<file path="src/rtl/vect_pkg.sv">
// Shared definitions for the vector store unit: lane geometry, FSM encoding
// and the pixel clamp range used by the optional clamp build.
package vect_pkg;

  localparam int unsigned VEC_N   = 24;
  localparam int unsigned VEC_M   = 6;

  localparam int unsigned PIX_MIN = 0;
  localparam int unsigned PIX_MAX = 255;

  typedef enum logic [1:0] {
    IDLE,
    WRITE,
    DONE
  } vstore_state_t;

endpackage

</file>
<file path="src/rtl/vect_addr_gen.sv">
// Lane address accumulator: loads the base address when a store starts and
// adds the stride each time a lane retires. Wraps modulo 2^ADDR_W.
module vect_addr_gen #(
  parameter int unsigned ADDR_W = 16
) (
  input  logic              clk,
  input  logic              rst_n,
  input  logic              load,
  input  logic              advance,
  input  logic [ADDR_W-1:0] base,
  input  logic [ADDR_W-1:0] stride,
  output logic [ADDR_W-1:0] addr
);

  // Address register: base on load, base + k*stride after k retirements.
  always_ff @(posedge clk or negedge rst_n) begin
    if (!rst_n) begin
      addr <= '0;
    end else if (load) begin
      addr <= base;
    end else if (advance) begin
      addr <= addr + stride;
    end
  end

endmodule

</file>
<file path="src/rtl/vect_store_unit.sv">
// Vector store unit: drains one packed M-lane result vector into a scalar
// data memory, one masked lane per step, with a valid/ready write handshake.
// Build option: define VSTORE_CLAMP_EN to clamp each signed lane to [0,255]
// before it drives mem_wdata.
module vect_store_unit
  import vect_pkg::*;
#(
  parameter int unsigned N      = VEC_N,
  parameter int unsigned M      = VEC_M,
  parameter int unsigned ADDR_W = 16
) (
  input  logic              clk,
  input  logic              rst_n,
  input  logic              start,
  input  logic [M*N-1:0]    vec_in,
  input  logic [M-1:0]      lane_mask,
  input  logic [ADDR_W-1:0] base_addr,
  input  logic [ADDR_W-1:0] stride,
  output logic              busy,
  output logic              done,
  output logic              mem_we,
  output logic [ADDR_W-1:0] mem_addr,
  output logic [N-1:0]      mem_wdata,
  input  logic              mem_ready
);

  localparam int unsigned LANE_W = (M > 1) ? $clog2(M) : 1;

  vstore_state_t     state;
  vstore_state_t     next_state;
  logic [LANE_W-1:0] lane;
  logic [M*N-1:0]    vec_q;
  logic [M-1:0]      mask_q;
  logic [ADDR_W-1:0] stride_q;
  logic [ADDR_W-1:0] cur_addr;
  logic [N-1:0]      lane_data;
  logic [N-1:0]      wdata_val;
  logic              lane_en;
  logic              accept;
  logic              retire;
  logic              last_lane;

  // Lane selection and retire condition for the current step.
  always_comb begin
    lane_data = vec_q[int'(lane) * int'(N) +: N];
    lane_en   = mask_q[lane];
    accept    = (state == IDLE) && start;
    retire    = (state == WRITE) && (!lane_en || mem_ready);
    last_lane = (lane == LANE_W'(M - 1));
  end

  // Write data formatting: raw lane or signed clamp to the pixel range.
  always_comb begin
`ifdef VSTORE_CLAMP_EN
    if (lane_data[N-1]) begin
      wdata_val = N'(PIX_MIN);
    end else if (lane_data > N'(PIX_MAX)) begin
      wdata_val = N'(PIX_MAX);
    end else begin
      wdata_val = lane_data;
    end
`else
    wdata_val = lane_data;
`endif
  end

  vect_addr_gen #(
    .ADDR_W (ADDR_W)
  ) u_addr_gen (
    .clk     (clk),
    .rst_n   (rst_n),
    .load    (accept),
    .advance (retire),
    .base    (base_addr),
    .stride  (stride_q),
    .addr    (cur_addr)
  );

  // State register.
  always_ff @(posedge clk or negedge rst_n) begin
    if (!rst_n) begin
      state <= IDLE;
    end else begin
      state <= next_state;
    end
  end

  // Next-state logic.
  always_comb begin
    next_state = state;
    unique case (state)
      IDLE:    if (start) next_state = WRITE;
      WRITE:   if (retire && last_lane) next_state = DONE;
      DONE:    next_state = IDLE;
      default: next_state = IDLE;
    endcase
  end

  // Capture of the store request and lane counter; inputs are sampled only
  // when a start is accepted, so later input changes cannot disturb a store.
  always_ff @(posedge clk or negedge rst_n) begin
    if (!rst_n) begin
      vec_q    <= '0;
      mask_q   <= '0;
      stride_q <= '0;
      lane     <= '0;
    end else if (accept) begin
      vec_q    <= vec_in;
      mask_q   <= lane_mask;
      stride_q <= stride;
      lane     <= '0;
    end else if (retire && !last_lane) begin
      lane     <= lane + 1'b1;
    end
  end

  // Output decode from the current state.
  always_comb begin
    busy      = 1'b0;
    done      = 1'b0;
    mem_we    = 1'b0;
    mem_addr  = '0;
    mem_wdata = '0;
    unique case (state)
      WRITE: begin
        busy      = 1'b1;
        mem_we    = lane_en;
        mem_addr  = cur_addr;
        mem_wdata = wdata_val;
      end
      DONE: begin
        busy = 1'b1;
        done = 1'b1;
      end
      default: ;
    endcase
  end

endmodule

</file>
<file path="config.mk">
export PLATFORM = sky130hd
export DESIGN_NAME = vect_store_unit
export DESIGN_NICKNAME = d
export VERILOG_FILES = /design/src/rtl/vect_pkg.sv /design/src/rtl/vect_addr_gen.sv /design/src/rtl/vect_store_unit.sv
export SDC_FILE = /design/constraint.sdc
export NUM_CORES = 1
export LEC_CHECK = 0
export CAP_MARGIN = 20
export CORE_MARGIN = 10
export CORE_UTILIZATION = 45
export DETAILED_ROUTE_END_ITERATION = 16
export PLACE_DENSITY = 0.85
export SETUP_SLACK_MARGIN = 0.5
export SYNTH_ARGS = -nofsm -noshare
export SYNTH_HDL_FRONTEND = slang
export SYNTH_SLANG_ARGS = --single-unit
</file>
<file path="constraint.sdc">
create_clock -name clk -period 4 [get_ports clk]
set_clock_uncertainty 0.2 [all_clocks]
set_input_delay 1 -clock clk [delete_from_list [all_inputs] [get_ports clk]]
set_output_delay 1 -clock clk [all_outputs]
set_load 0.005 [all_outputs]
</file>
# After elaboration in Yosys (flattened, before gate mapping)
# Cells that the tools add are included.
# word_totals
register_bits,187
latch_bits,0
mem_bits_rw,0
romBits,0
output_inout_bits,43
word_cells,42
memories,0
# classes
n_addsub,2
mul,1
div,0
magnitude_cmp,1
n_eq_ne,5
shift,1
n_mux,14
bitwise,0
reduce_logical,12
# op_table
cell,count
$shiftx 144x9->24,1
$mux 16,3
$mux 24,1
$add 16x16->16,1
$mux 3,2
$mul 3x2->5 const B,1
$logic_and 1x1->1,4
$lt 3x4->1 const B,1
$mux 1,4
$mux 2,2
$pmux 2 s2,1
$reduce_bool 2->1,2
$add 3x1->3 const B,1
$bmux 1 s3,1
$eq 3x3->1 const B,1
$eq 2x1->1 const B,1
$eq 2x2->1 const B,1
$logic_not 1->1,2
$logic_not 2->1,1
$ne 2x1->1 const B,1
$ne 2x2->1 const B,1
$reduce_and 2->1,1
$reduce_or 2->1,1
$logic_or 1x1->1,1

# Longest topological paths before layout
# Gate-level depths: netlist of the first run.
# logic_depth
depth_word,8
ltp_mapped,9
ltp_nobuf,9

# Hierarchy
# A second synthesis of the first run with hierarchy kept.
# hier_totals
hier_cells,1071
hier_area_um2,9441.6
# by_module_without_submodules
module,n_inst,cells_per_inst,area_each_um2,seq_area_each_um2
vect_store_unit,1,904,8006.4,4279.1
vect_addr_gen,1,167,1435.1,400.4

# Least setup slack after synthesis of the first run
# Ideal clock, no wire load.
# synth_timing
path_kind,register to output
start,register lane[0]
end,output mem_wdata[10]
t_arrival_ns,1.693
required_ns,2.800
slack_ns,1.107
stages_incl_launch_ff,7
n_path_buf,3
cell_sequence,dfrtp_1 > buf_6 > buf_2 > buf_1 > mux2i_1 > o22ai_1 > and2_1
# synth_via
elab_chain_cells,3
# synth_lines
element,line,rtl
"start, declared",vect_store_unit.sv:31,logic [LANE_W-1:0] lane;
"start signal, assigned",vect_store_unit.sv:113,lane <= lane + 1'b1;
$mul 3x2->5,vect_store_unit.sv:45,lane_data = vec_q[int'(lane) * int'(N) +: N];
$shiftx 144x9->24,vect_store_unit.sv:45,
$mux 24,vect_store_unit.sv:124,unique case (state)
"end, declared",vect_store_unit.sv:23,"output logic [N-1:0] mem_wdata,"
# Every way passes these cells.

# Final worst setup path of the first run
# layout_timing
start,register lane[0]
end,output mem_wdata[23]
# Same word-level chain as after synthesis.

==> flow_summary.toml, run 1 <==
[sta]
rsz0062_at_grt = "yes"
worst_slack_ns = 0.380
clock.fmax_mhz = 276
finalHoldViolations = 0
finalCritPeriodShare_pct = 90.5
setup_viol = 0
tns_ns = 0
slew_violations = 0
fin_crit_ns = 3.62
worst_pin_slew_ns = 0.662
max_slew_margin_pct = 55.9

[place]
place_congestion = 0.896
placed_area_sq_mm = 0.0119
place_ws_ns = 0.643
port_buffers = 228
place_inst = 1524
dp_hpwl_um = 20900

[synthesis]
ys_top_cells_by_area = "dfrtp_1 50%, nand2_1 21%, mux4_2 6.0%"
syn_area_sq_mm = 0.00936
yosysSeqAreaShare_pct = 50.0
synth_top_area_share_pct = 50.0
yosys_warnings = 0
ys.flop_type = "dfrtp_1"
ys_seq_elements = 187
yosys.area.top_type = "dfrtp_1"
synth_cells = 1072
synthDistinctLibCells = 52
synth_fp_nets = 1280
avgSynthCellArea_sq_um = 8.73
synth_edf_count = 0
ys_async_sr_fraction_pct = 100

[clock_network]
clk_latency_ns = 0.43
cts-buffers-inserted = 17
clockBufferDepth = 2
clock-sinks = 187
htreeDepth = 4
clkTransAtPathRegs_ns = 0.08
root_buffer = "clkbuf_16"
cts_tree = "done"

[run]
max-cap-violations = 0

[cells_and_area]
syn_to_final_growth_pct = 34.3
final_cell_area_sq_mm = 0.0126
nNetsFinal = 1487
num-fill-cells = 1689
drive_gt1_share_pct = 7.04
final_cells = 1565
final_cell_mix = "520 x nand2_1, 225 x clkdlybuf4s50_1, 186 x dfrtp_1"
final_common_cell = "nand2_1"

[critical_path]
crit_type = "reg2out"
slowest_delay_ns = 0.51
cp_slowest_cell = "mux4_2"
required_ns = 2.80
end_kind = "output pin"
cp_data_arrival_time_ns = 2.42
crit_path_start_kind = "flip-flop"
path_cells = "buf_12 > mux4_2 > inv_1 > o22ai_1 > and2_1 > clkdlybuf4s50_1"
path_max_fanout = 17

[global_routing]
grt_max_degree = 98
grt_pass1_wl_um = 44200
antenna_found_initial = 3
grt_use_total_pct = 20.7
grt_pass1_vias = 8108
overflow = 0

[floorplan]
core_sq_mm = 0.0204
die-area_sq_mm = 0.0270
die_w_um = 164
fp.dieH_um = 164
rows = 52
pin_count = 229
start_util_pct = 46.0

[power]
p_per_area_mw_per_mm2 = 805
finalPower_mw = 10.1
p_leak_nw = 6.16
ir_drop_mv = 0.310

[drt]
drc = 0
drt_iter0_drc = 633
viasPerCell = 5.22
num_vias = 8165
firstDrtPassIters = 5
drt-wirelength-per-cell_um = 17.9
routed_wl_um = 28000
ant_nets = 0

[min_path]
hp-class = "reg2reg"

[run_status]
status = "completed"
==> stage by stage <==
stage / hold slack, ns / utilization (%)
3_5_place_dp: 0.262 / 58.5
4_1_cts: 0.280 / 61.7
2_1_floorplan: 0.240 / -
6_report: 0.279 / 61.7
5_1_grt: 0.298 / 61.7
3_3_place_gp: 0.257 / 58.5
==> layer usage <==
metal,vias to the layer above,track usage [%],share of wire (%)
met2,309,31.4,45
met1,3949,28.1,45
li1,3885,-,-
met4,0,5.24,1.2
met5,-,0,0
met3,22,6.46,8.7
==> cells by family (layout without fill, tap and decap cells) <==
kind of cell / count (synthesis) / after routing / share of synthesized area [%]
AND/OR/NAND/NOR: 615 / 615 / 26.6
flip-flops: 187 / 187 / 50.0
AO/OA/AOI/OAI: 94 / 94 / 6.75
buffers and inverters: 94 / 314 / 4.02
multiplexers: 51 / 51 / 8.81
adder cells (fa/ha/maj): 22 / 22 / 3.02
XOR/XNOR: 9 / 9 / 0.842
other: 0 / 3 / 0
==> critical path: cells and delay by family, from the launching register on <==
family | cells | cell delay [ns]
muxes | 1 | 0.51
and+or+nand+nor | 1 | 0.20
buffers and inverters | 3 | 0.72
DFF | 1 | 0.48
AOI/OAI and AO/OA | 1 | 0.06
==> final timing paths <==
kind,cells after the start,start,slack (ns),to
max,6,lane[0],0.38,mem_wdata[23]
min,2,vec_q[129],0.28,vec_q[129]
max reg2reg,9,stride_q[0],0.90,u_addr_gen.addr[8]
min reg2reg,2,vec_q[129],0.28,vec_q[129]
max in group asynchronous,2,rst_n,2.35,vec_q[109]
min in group asynchronous,1,rst_n,0.40,state[0]
==> synth_stat cells (all sizes together), types with 11 or more instances <==
library cell  instances
buf                  14
nor2                 20
and2                 42
o21ai                11
a21oi                22
nand2               521
clkbuf               49
dfrtp               187
mux2i                25
mux4                 25
o22ai                24
ha                   21
inv                  31
==> where the power goes <==
| group | leakage [nW] | switching (mW) | internal, mW |
|---|---|---|---|
| Sequential | 2.30 | 0.695 | 2.81 |
| Combinational | 3.57 | 2.53 | 2.42 |
| Clock | 0.293 | 0.816 | 0.854 |
==> flip-flops by register name (all words and copies together) (netlist names) <==
signal	count
vec_q	144
stride_q	16
u_addr_gen.addr	16
mask_q	6
lane	3
state	2
==> final cells by class <==
type / instances / area [sq um] / area share [%]
multi-input combinational: 791 / 4320 / 34.3
antenna: 3 / 7.51 / 0.0597
sequential: 187 / 4680 / 37.3
tap: 270 / 338 / 2.69
timing repair buffer: 251 / 2520 / 20.1
clock inverter: 14 / 150 / 1.19
clock buffer: 18 / 439 / 3.49
inverter: 31 / 116 / 0.926
==> what timing repair did <==
action,4_1_cts,5_1_grt
setup endpoints to repair,25,37
hold buffers,0,0
buffers inserted,6,0
resized for setup,5,1
Note: power is estimated with default switching activity, not from simulation.
==> inputs of run 2 (changes only) <==
--- a/config.mk
+++ b/config.mk
@@ -9,7 +9,7 @@
 export CORE_MARGIN = 10
 export CORE_UTILIZATION = 45
 export DETAILED_ROUTE_END_ITERATION = 16
-export PLACE_DENSITY = 0.85
+export PLACE_DENSITY = 0.74
 export SETUP_SLACK_MARGIN = 0.5
 export SYNTH_ARGS = -nofsm -noshare
 export SYNTH_HDL_FRONTEND = slang
==> run 2 against run 1 <==
Sequential power about the same. Worst hold slack improved by 0.0022 ns. Critical path depth increased by 2. Clock power increased by 2%. Via count unchanged. Total power increased by 2.3%. Register-to-register slack got worse by 0.11 ns. Routed wire length increased by 2.3%. Clock-buffer cell count decreased by 1. Critical endpoint is now mem_wdata[15].
==> flow_summary.toml, run 2 (synthesis gave the netlist of run 1 again) <==
[global_routing]
grt_max_degree = 126
antenna_found_initial = 9
overflow = 0
grt_use_total_pct = 20.8
grt_pass1_wl_um = 44600
grt_pass1_vias = 8235

[clock_network]
clock-sinks = 187
root_buffer = "clkbuf_16"
htreeDepth = 4
clockBufferDepth = 2
cts-buffers-inserted = 17
clkTransAtPathRegs_ns = 0.07
cts_tree = "done"
clk_latency_ns = 0.43

[critical_path]
path_buf_inv = 5
cp_top_family = "buffers and inverters"
required_ns = 2.80
cp_slowest_cell = "dfrtp_4"
path_max_fanout = 7
cpMostUsedCell = "buf_4"
end_kind = "output pin"
path_cells = "buf_4 > buf_12 > buf_4 > mux4_2 > inv_1 > o22ai_1 > and2_1 > dlymetal6s2s_1"
crit_type = "reg2out"
crit_path_start_kind = "flip-flop"
cp_data_arrival_time_ns = 2.33
slowest_delay_ns = 0.57

[cells_and_area]
seqCellArea_sq_mm = 0.00468
final_common_cell = "nand2_1"
top_register = "vec_q"
nNetsFinal = 1509
multi_input_area_sq_mm = 0.00433
utilization_pct = 63.3
final_cell_area_sq_mm = 0.0129
syn_to_final_growth_pct = 37.7
num-fill-cells = 1712
largestRegisters = "vec_q (144), stride_q (16), u_addr_gen.addr (16)"
drive_gt1_share_pct = 8.76
largest_reg_flops = 144
final_cell_mix = "520 x nand2_1, 202 x clkdlybuf4s50_1, 186 x dfrtp_1"

[sta]
clock.fmax_mhz = 283
whs_ns = 0.281
worst_pin_slew_ns = 0.695
tns_ns = 0
setup_viol = 0
rsz0062_at_grt = "yes"
fin_crit_ns = 3.53
max_slew_margin_pct = 53.7
finalHoldViolations = 0
slew_violations = 0
finalCritPeriodShare_pct = 88.3

[drt]
firstDrtPassIters = 5
top_layer_used = "met5"
viasPerCell = 5.14
drt-wirelength-per-cell_um = 18.0
routed_wl_um = 28700
drt_iter0_drc = 601
drc = 0
dr_wl_met3_um = 2590
num_vias = 8165
met1Wirelength_um = 12200
ant_nets = 0
met2_length_um = 13200

[power]
ir_drop_mv = 0.398
p_per_area_mw_per_mm2 = 803
p_leak_nw = 6.61
finalPower_mw = 10.3

[place]
dp_hpwl_um = 20300
port_buffers = 228
place_congestion = 0.906
placed_area_sq_mm = 0.0119

[floorplan]
core_sq_mm = 0.0204
die-area_sq_mm = 0.0270
pin_count = 229
fp.dieH_um = 164
rows = 52
die_w_um = 164
start_util_pct = 46.0

[run]
max-cap-violations = 0

[min_path]
hp-class = "reg2reg"

[run_status]
status = "completed"
## run 2: changes by cell type in the layout (fill, tap and decap cells not counted), moves of 2 or more
cell and change:
clkinv_2 -2, dlygate4sd2_1 +2, clkdlybuf4s50_1 -23, buf_12 +3, clkbuf_16 +2, buf_4 +17, diode_2 +3, dlymetal6s2s_1 +20
clkinv_4 -2, clkinvlp_4 +3
## run 2: worst paths after layout
check                                          end               start  depth (start not counted)  slack (ns)
min in group asynchronous               vec_q[104]               rst_n                          1        0.38
worst max-delay path                 mem_wdata[15]             lane[0]                          8        0.47
worst min register to register           vec_q[57]           vec_q[57]                          2        0.28
worst max register to register  u_addr_gen.addr[8]  u_addr_gen.addr[0]                          9        0.79
max in group asynchronous               vec_q[123]               rst_n                          2        2.39
worst min-delay path                     vec_q[57]           vec_q[57]                          2        0.28
## run 2: worst reg2reg max path: stages, from the launching register on
cell and delay, ns:
dfrtp_1 0.41, ha_1 0.23, fa_1 0.41, a21o_1 0.20, a21oi_1 0.23, o21bai_1 0.18, a2111oi_0 0.65, nor3_1 0.13
a221oi_1 0.34, o21ai_1 0.09
## run 2: power by group
| part | internal (mW) | switching, mW |
|---|---|---|
| sequential | 2.81 | 0.664 |
| combinational | 2.55 | 2.61 |
| clock | 0.896 | 0.817 |
| total | 6.26 | 4.09 |
## run 2: layout make-up
| class | instances | area share [%] |
|---|---|---|
| Antenna cell | 6 | 0.117 |
| Clock buffer | 17 | 3.30 |
| Clock inverter | 14 | 1.36 |
| Inverter | 31 | 0.903 |
| Multi-Input combinational cell | 791 | 33.6 |
| Sequential cell | 187 | 36.3 |
| Tap cell | 270 | 2.62 |
| Timing Repair Buffer | 273 | 21.8 |
## run 2: per-layer routing
metal	track usage, %	vias to the layer above
met2	31.9	298
li1	-	3931
met5	0	-
met1	26.9	3890
met4	6.21	4
met3	7.96	42
## run 2: repair_timing
| item | 4_1_cts | 5_1_grt |
|---|---|---|
| resized for setup | 6 | 29 |
| endpoints found under the setup margin | 25 | 37 |
| setup buffers | 9 | 17 |
| pin swaps | 1 | 1 |
| hold endpoints to repair | 0 | 0 |
| gates cloned | 0 | 2 |
| hold buffers | 0 | 0 |
## run 2: through the flow
step                      cells  setup WS, ns
after CTS                  1564         0.345
after global placement     1524         0.589
after floorplan            1072          1.11
final                      1589         0.470
after detailed placement   1524         0.565
after global routing       1589         0.402
